## config.mk

```make
export PLATFORM = sky130hd
export DESIGN_NAME = lsu_byte_lane_ctrl
export DESIGN_NICKNAME = d
export VERILOG_FILES = /design/src/rtl/lsu_byte_lane_ctrl.sv
export SDC_FILE = /design/constraint.sdc
export NUM_CORES = 1
export LEC_CHECK = 0
export ABC_AREA = 1
export CORE_MARGIN = 1
export CORE_UTILIZATION = 50
export CTS_CLUSTER_DIAMETER = 30
export CTS_CLUSTER_SIZE = 14
export DETAILED_ROUTE_END_ITERATION = 10
export HOLD_SLACK_MARGIN = 0.12
export PLACE_DENSITY = 0.77
export SLEW_MARGIN = 20
export SYNTH_ARGS = -nofsm -noshare
export SYNTH_HDL_FRONTEND = slang
export SYNTH_SLANG_ARGS = --single-unit
```

## constraint.sdc

```tcl
create_clock -name CLK -period 9.1 [get_ports CLK]
set_input_delay 2.73 -clock CLK [delete_from_list [all_inputs] [get_ports CLK]]
set_output_delay 2.73 -clock CLK [all_outputs]
set_load 0.1 [all_outputs]
```

## src/rtl/lsu_byte_lane_ctrl.sv

```systemverilog
// Byte-lane load/store initiator for a word-wide byte-enable data memory.
// Splits unaligned accesses across two words and merges/extends load data.
module lsu_byte_lane_ctrl #(
    parameter int MEM_WORDS = 64
) (
    input  logic        CLK,
    input  logic        RST_N,
    input  logic        req_valid,
    output logic        req_ready,
    input  logic        req_we,
    input  logic [1:0]  req_size,
    input  logic        req_unsigned,
    input  logic [31:0] req_addr,
    input  logic [31:0] req_wdata,
    output logic        resp_valid,
    output logic        resp_err,
    output logic [31:0] resp_rdata,
    output logic        WE,
    output logic [31:0] DataAdr,
    output logic [31:0] WriteData,
    output logic [3:0]  web,
    input  logic [31:0] ReadData
);

    typedef enum logic [1:0] {
        IDLE,
        ACC0,
        ACC1,
        RESP
    } state_t;

    state_t state, state_nx;

    logic        we_q;
    logic        uns_q;
    logic        err_q;
    logic [1:0]  size_q;
    logic [31:0] addr_q;
    logic [31:0] wdata_q;
    logic [31:0] rbuf;
    logic [31:0] adr_q;

    logic [2:0]  n_in;
    logic [2:0]  n_q;
    logic [32:0] last_byte;
    logic        bad_in;
    logic        split;
    logic        accept;
    logic        acc;
    logic [3:0]  lane_en;
    logic [3:0]  kidx [4];
    logic [31:0] ext;

    always_comb begin
        case (req_size)
            2'b00:   n_in = 3'd1;
            2'b01:   n_in = 3'd2;
            default: n_in = 3'd4;
        endcase
    end

    always_comb begin
        case (size_q)
            2'b00:   n_q = 3'd1;
            2'b01:   n_q = 3'd2;
            default: n_q = 3'd4;
        endcase
    end

    // 33-bit sum so addresses near 2^32 cannot wrap into range
    assign last_byte = {1'b0, req_addr} + {30'b0, n_in} - 33'd1;
    assign bad_in    = (req_size == 2'b11) ||
                       (last_byte >= 33'(4 * MEM_WORDS));

    assign split     = ({1'b0, addr_q[1:0]} + n_q) > 3'd4;
    assign req_ready = (state == IDLE);
    assign accept    = req_valid && req_ready;
    assign acc       = (state == ACC0) || (state == ACC1);

    // kidx[l] is the access byte index that lands on lane l this cycle
    always_comb begin
        for (int l = 0; l < 4; l++) begin
            kidx[l] = 4'(l) + ((state == ACC1) ? 4'd4 : 4'd0)
                      - {2'b00, addr_q[1:0]};
            lane_en[l] = acc && (kidx[l] < {1'b0, n_q});
        end
    end

    always_comb begin
        WE        = acc && we_q;
        web       = we_q ? lane_en : 4'b0000;
        WriteData = 32'h0;
        for (int l = 0; l < 4; l++) begin
            if (web[l])
                WriteData[8*l +: 8] = wdata_q[{kidx[l][1:0], 3'b000} +: 8];
        end
    end

    always_comb begin
        case (state)
            ACC0:    DataAdr = {addr_q[31:2], 2'b00};
            ACC1:    DataAdr = {addr_q[31:2] + 30'd1, 2'b00};
            default: DataAdr = adr_q;
        endcase
    end

    always_comb begin
        case (size_q)
            2'b00:   ext = {{24{~uns_q & rbuf[7]}}, rbuf[7:0]};
            2'b01:   ext = {{16{~uns_q & rbuf[15]}}, rbuf[15:0]};
            default: ext = rbuf;
        endcase
    end

    assign resp_valid = (state == RESP);
    assign resp_err   = resp_valid && err_q;
    assign resp_rdata = (resp_valid && !err_q && !we_q) ? ext : 32'h0;

    always_comb begin
        state_nx = state;
        unique case (state)
            IDLE: if (accept) state_nx = bad_in ? RESP : ACC0;
            ACC0: state_nx = split ? ACC1 : RESP;
            ACC1: state_nx = RESP;
            RESP: state_nx = IDLE;
        endcase
    end

    always_ff @(posedge CLK or negedge RST_N) begin
        if (!RST_N) state <= IDLE;
        else        state <= state_nx;
    end

    always_ff @(posedge CLK or negedge RST_N) begin
        if (!RST_N) begin
            we_q    <= 1'b0;
            uns_q   <= 1'b0;
            err_q   <= 1'b0;
            size_q  <= 2'b00;
            addr_q  <= 32'h0;
            wdata_q <= 32'h0;
            rbuf    <= 32'h0;
            adr_q   <= 32'h0;
        end else begin
            if (accept) begin
                we_q    <= req_we;
                uns_q   <= req_unsigned;
                err_q   <= bad_in;
                size_q  <= req_size;
                addr_q  <= req_addr;
                wdata_q <= req_wdata;
                rbuf    <= 32'h0;
            end
            if (acc) begin
                adr_q <= DataAdr;
                for (int l = 0; l < 4; l++) begin
                    if (lane_en[l] && !we_q)
                        rbuf[{kidx[l][1:0], 3'b000} +: 8] <= ReadData[8*l +: 8];
                end
            end
        end
    end

endmodule

```

; Word level (Yosys, flattened, before mapping)
; Index checks and enable logic that the tools add are counted.
[totals]
reg_bits = 135
input_bits = 103
[classes]
magnitude_cmp = 6
reduce_logical = 20
shift = 12
eq_ne = 7
bitwise_logic = 3
add_sub_neg = 15
muxes = 28
[ops]
columns = op, count
row1 = 2-to-1 mux 32 bit, 10
row2 = bitwise mux 32 bit, 4
row3 = one-hot mux 32 bit (2 select lines), 2
row4 = "variable shift 8 x 7 -> 32 bit, first input constant", 4
row5 = indexed part select 32 x 6 -> 8 bit, 4
row6 = indexed part select 8 x 7 -> 32 bit, 4
row7 = adder 32 x 3 -> 33 bit, 1
row8 = "greater-or-equal comparator 33 x 9 -> 1 bit, second input constant", 1
row9 = "subtractor 33 x 1 -> 33 bit, second input constant", 1
row10 = 2-to-1 mux 8 bit, 4
row11 = "adder 30 x 1 -> 30 bit, second input constant", 1
row12 = negation 5 -> 7 bit, 4
row13 = less-than comparator 4 x 3 -> 1 bit, 4
row14 = subtractor 4 x 2 -> 4 bit, 4
row15 = logical AND 1 bit, 13
row16 = one-hot mux 3 bit (2 select lines), 2
row17 = one-hot mux 2 bit (4 select lines), 1
row18 = "equality test 2 x 1 -> 1 bit, second input constant", 3
row19 = "equality test 2 bit, second input constant", 3
row20 = logical NOT 2 bit, 3
row21 = "adder 1 x 4 -> 4 bit, first input constant", 1
row22 = "adder 2 x 3 -> 4 bit, first input constant", 1
row23 = "adder 2 x 4 -> 4 bit, first input constant", 1
row24 = 2-to-1 mux 2 bit, 2
row25 = 10 further kinds, 13

; Depth between registers and ports, before layout
[depth]
depth_word = 17
depth_mapped = 23

; Worst setup path before layout
; OpenSTA, ideal clock, no wires.
[synth_path]
kind = register to output
start = register addr_q[1]
end = output WriteData[15]
path_buffers = 2
arrival_ns = 5.999
slack_ns = 0.371
stages_incl_launch_ff = 11
path_cell_list = dfrtp_1 clkbuf_1 clkinv_1 clkbuf_1 ha_1 ha_1 nor3_1 o21ai_1 nor2_1 inv_1 a211oi_1
[synth_between]
elab_chain_len = 5
word_cells_on_any_way = 6
[synth_lines]
columns = item, line_no
row1 = from (decl), 38  ; logic [31:0] addr_q;
row2 = from (signal assigned), 150  ; addr_q <= req_addr;
row3 = subtractor 4 x 2 -> 4 bit, 84  ; - {2'b00, addr_q[1:0]};
row4 = less-than comparator 4 x 3 -> 1 bit, 85  ; lane_en[l] = acc && (kidx[l] < {1'b0, n_q});
row5 = logical AND 1 bit, 85
row6 = 2-to-1 mux 4 bit, 91  ; web = we_q ? lane_en : 4'b0000;
row7 = via web[1], 21  ; output logic [3:0] web,
row8 = 2-to-1 mux 8 bit, 94  ; if (web[l])
row9 = to (decl), 20  ; output logic [31:0] WriteData,
; The timed path passes the listed nets, and every way through them passes these cells.

; Final worst setup path
[layout_path]
start = register addr_q[1]
end = output web[0]
[layout_between]
elab_chain_len = 4
[layout_lines]
columns = item, line_no
row1 = subtractor 4 x 2 -> 4 bit, 84
row2 = less-than comparator 4 x 3 -> 1 bit, 85
row3 = logical AND 1 bit, 85
row4 = 2-to-1 mux 4 bit, 91
row5 = to (decl), 21
; Every way passes these cells.

==> results.sh <==
export IMPL_status="finished clean"
export IMPL_first_global_vias=13100
export IMPL_grt_pass1_wl_um=69400
export IMPL_drc=0
export IMPL_hold_class="reg -> reg"
export IMPL_worstPathMaxFanout=25
export IMPL_dp_hpwl_um=33500
export IMPL_h_tree_depth=4
export IMPL_root_buffer="clkbuf_16"
export IMPL_setup_viol_count_final=0
export IMPL_worstSetupPathType="reg -> out"
export IMPL_wl_met2_um=20300
export IMPL_post_cts_buffers=0
export IMPL_crit_arrival_ns=5.43
export IMPL_final_core_util_pct=62.4
export IMPL_yosysSeqAreaShare_pct=27.3
export IMPL_crit_path_start_kind="flip-flop"
export IMPL_row_count=57
export IMPL_hold_viol_final=0
export IMPL_antenna_found_initial=0
export IMPL_drv_cap=0
export IMPL_clock_sinks=135
export IMPL_ir_drop_uv=407
export IMPL_fmax_mhz=123
export IMPL_io_pins=207
export IMPL_fin_setup_tns_ns=0
export IMPL_drtPass1Iterations=6
export IMPL_fp_dieArea_sq_mm=0.0254
export IMPL_topRoutingLayerUsed="met4"
export IMPL_die_w_um=159
export IMPL_yosysWarnings=0
export IMPL_cp_slowest_cell="clkdlybuf4s50_1"
export IMPL_syn_num_nets=2217
export IMPL_synth_seq_cells=135
export IMPL_period_share_pct=89.6
export IMPL_grt_use_total_pct=34.7
export IMPL_vias_per_cell=5.50
export IMPL_leakagePower_nw=7.36
export IMPL_clock_latency_ns=0.43
export IMPL_antenna_cells=0
export IMPL_drtAntennaViolNets=0
export IMPL_clk_pin_slew_ns=0.06
export IMPL_fillers=2400
export IMPL_vias=14000
export IMPL_clk_path_buf_depth=2
export IMPL_area_growth_pct=22.4
export IMPL_port_buffers=206
export IMPL_nets=2366
export IMPL_overflow=0
export IMPL_syn_instance_count=2053
export IMPL_cts_resized=0
export IMPL_wl_per_cell_um=17.3
export IMPL_seqCellArea_sq_mm=0.00338
export IMPL_cts_tree="done"
export IMPL_drt_wl_total_um=43900
export IMPL_start_util_pct=51.0
export IMPL_numCtsBuffers=17
export IMPL_crit_required_ns=6.37
export IMPL_gp_congestion=1.00
export IMPL_wl_met3_um=2850
export IMPL_worst_path_largest_cell_delay_ns=1.13
export IMPL_grt_max_degree=95
export IMPL_skew_ns=0.0138
export IMPL_coreArea_sq_mm=0.0242
export IMPL_relSlewSlack_pct=25.7
export IMPL_path_cells="clkinv_1 -> ha_1 -> ha_1 -> inv_1 -> nor2_1 -> o21ai_0 -> and2_1 -> nand2_1 -> inv_1 -> clkdlybuf4s50_1"
export IMPL_maxSlewViolCount=0
export IMPL_rsz0062_at_grt="no"
export IMPL_multi_input_area_sq_mm=0.00759
export IMPL_cts_hold_buf=0
export IMPL_syn_area_sq_mm=0.0124
export IMPL_fp_dieH_um=159
export IMPL_drive_gt1_share_pct=4.29
export IMPL_met1_length_um=19200
export IMPL_synth_distinct_cells=45
export IMPL_finalCriticalPeriod_ns=8.16
export IMPL_worst_pin_slew_ns=1.11
export IMPL_powerDensity_mw_per_mm2=412
export IMPL_end_kind="output port"
export IMPL_postSynthAreaPerCell_sq_um=6.02
export IMPL_drtIter0Drc=1286
metal layers:
layer / up-vias / global-route usage [%]
met5: - / 0
met4: 0 / 13.9
met3: 95 / 4.90
met2: 517 / 56.8
met1: 6424 / 46.3
li1: 6920 / -
critical path: cells and delay by family, from the launching register on:
kind                       cells  cell delay, ns
AOI/OAI and AO/OA              1            0.23
adders and majority gates      2            1.36
buffers and inverters          4            2.07
DFF                            1            0.89
and+or+nand+nor                3            0.44
Yosys cell counts, drive strengths merged:
master	count	area (sq um)
nor3	36	191
or2	1	6.26
o211ai	19	143
a22oi	1	7.51
clkbuf	66	248
o21bai	4	30.0
dfrtp	135	3380
a21o	1	7.51
o221ai	1	8.76
nand3	93	490
a21oi	158	791
a22o	4	35.0
a211oi	18	148
a41oi	2	17.5
nor2	264	1070
o22ai	15	93.8
inv	274	1030
xor2	5	43.8
o21ai	223	1120
nand3b	8	60.1
o21a	1	7.51
nor4	6	67.6
nand2	604	2270
and2	2	12.5
nand4	26	163
nand2b	1	6.26
fa	3	60.1
xnor2	1	8.76
clkinv	5	20.0
buf	18	95.1
ha	58	726
final timing paths:
| check | startpoint | end | slack (ns) | cells after the start |
|---|---|---|---|---|
| setup / recovery | addr_q[1] | web[0] | 0.94 | 10 |
| hold / removal | adr_q[19] | adr_q[19] | 0.48 | 2 |
| setup reg to reg | addr_q[1] | rbuf[16] | 3.78 | 14 |
| hold reg to reg | adr_q[19] | adr_q[19] | 0.48 | 2 |
| max in group asynchronous | RST_N | adr_q[18] | 5.40 | 2 |
| min in group asynchronous | RST_N | wdata_q[17] | 2.31 | 1 |
sequential cells by signal (all words and copies together), names as in the netlist:
name	count
addr_q	32
adr_q	32
rbuf	32
wdata_q	32
size_q	2
state	2
err_q	1
uns_q	1
we_q	1
cell usage in the layout (no fill, tap or decap), types with 15 or more instances in the layout:
cell / count
a211oi_1: 17
a21oi_1: 158
buf_4: 25
clkbuf_16: 17
clkdlybuf4s50_1: 188
dfrtp_1: 135
ha_1: 57
inv_1: 264
nand2_1: 600
nand3_1: 91
nand4_1: 26
nor2_1: 248
nor3_1: 35
o211ai_1: 19
o21ai_0: 192
o21ai_1: 31
o22ai_1: 15
report_power, final:
group          switching [W]  total, W  internal [W]
logic                0.00335   0.00441       0.00106
registers           0.000224   0.00108      0.000859
clock network       0.000293  0.000737      0.000444
logic make-up after synthesis:
group | Yosys count | share of synthesized area (%)
fa+ha+maj | 61 | 6.36
compound gates | 447 | 19.5
flops | 135 | 27.3
buf+inv | 363 | 11.3
simple gates | 1041 | 35.2
xor+xnor | 6 | 0.425
area by class of cell:
class	count	share of cell area (%)
clock buffers	20	2.95
flip-flops and latches	135	22.3
well taps	324	2.68
multi-input cells	1555	50.2
inverters	279	6.93
clock inverters	12	1.11
repair buffers	214	13.8
through the flow:
stage / setup WS, ns / instance area, sq um / std cells / power [W] / hold slack [ns]
after floorplan: 0.371 / 12400 / 2053 / 0.00431 / 0.443
after global placement: 1.60 / 14500 / 2507 / 0.00537 / 0.458
after detailed placement: 1.51 / 14500 / 2507 / 0.00541 / 0.461
after CTS: 1.04 / 15100 / 2539 / 0.00617 / 0.478
after global routing: 0.630 / 15100 / 2539 / 0.00661 / 0.493
final: 0.944 / 15100 / 2539 / 0.00623 / 0.477
(Power assumes the default switching activity.)
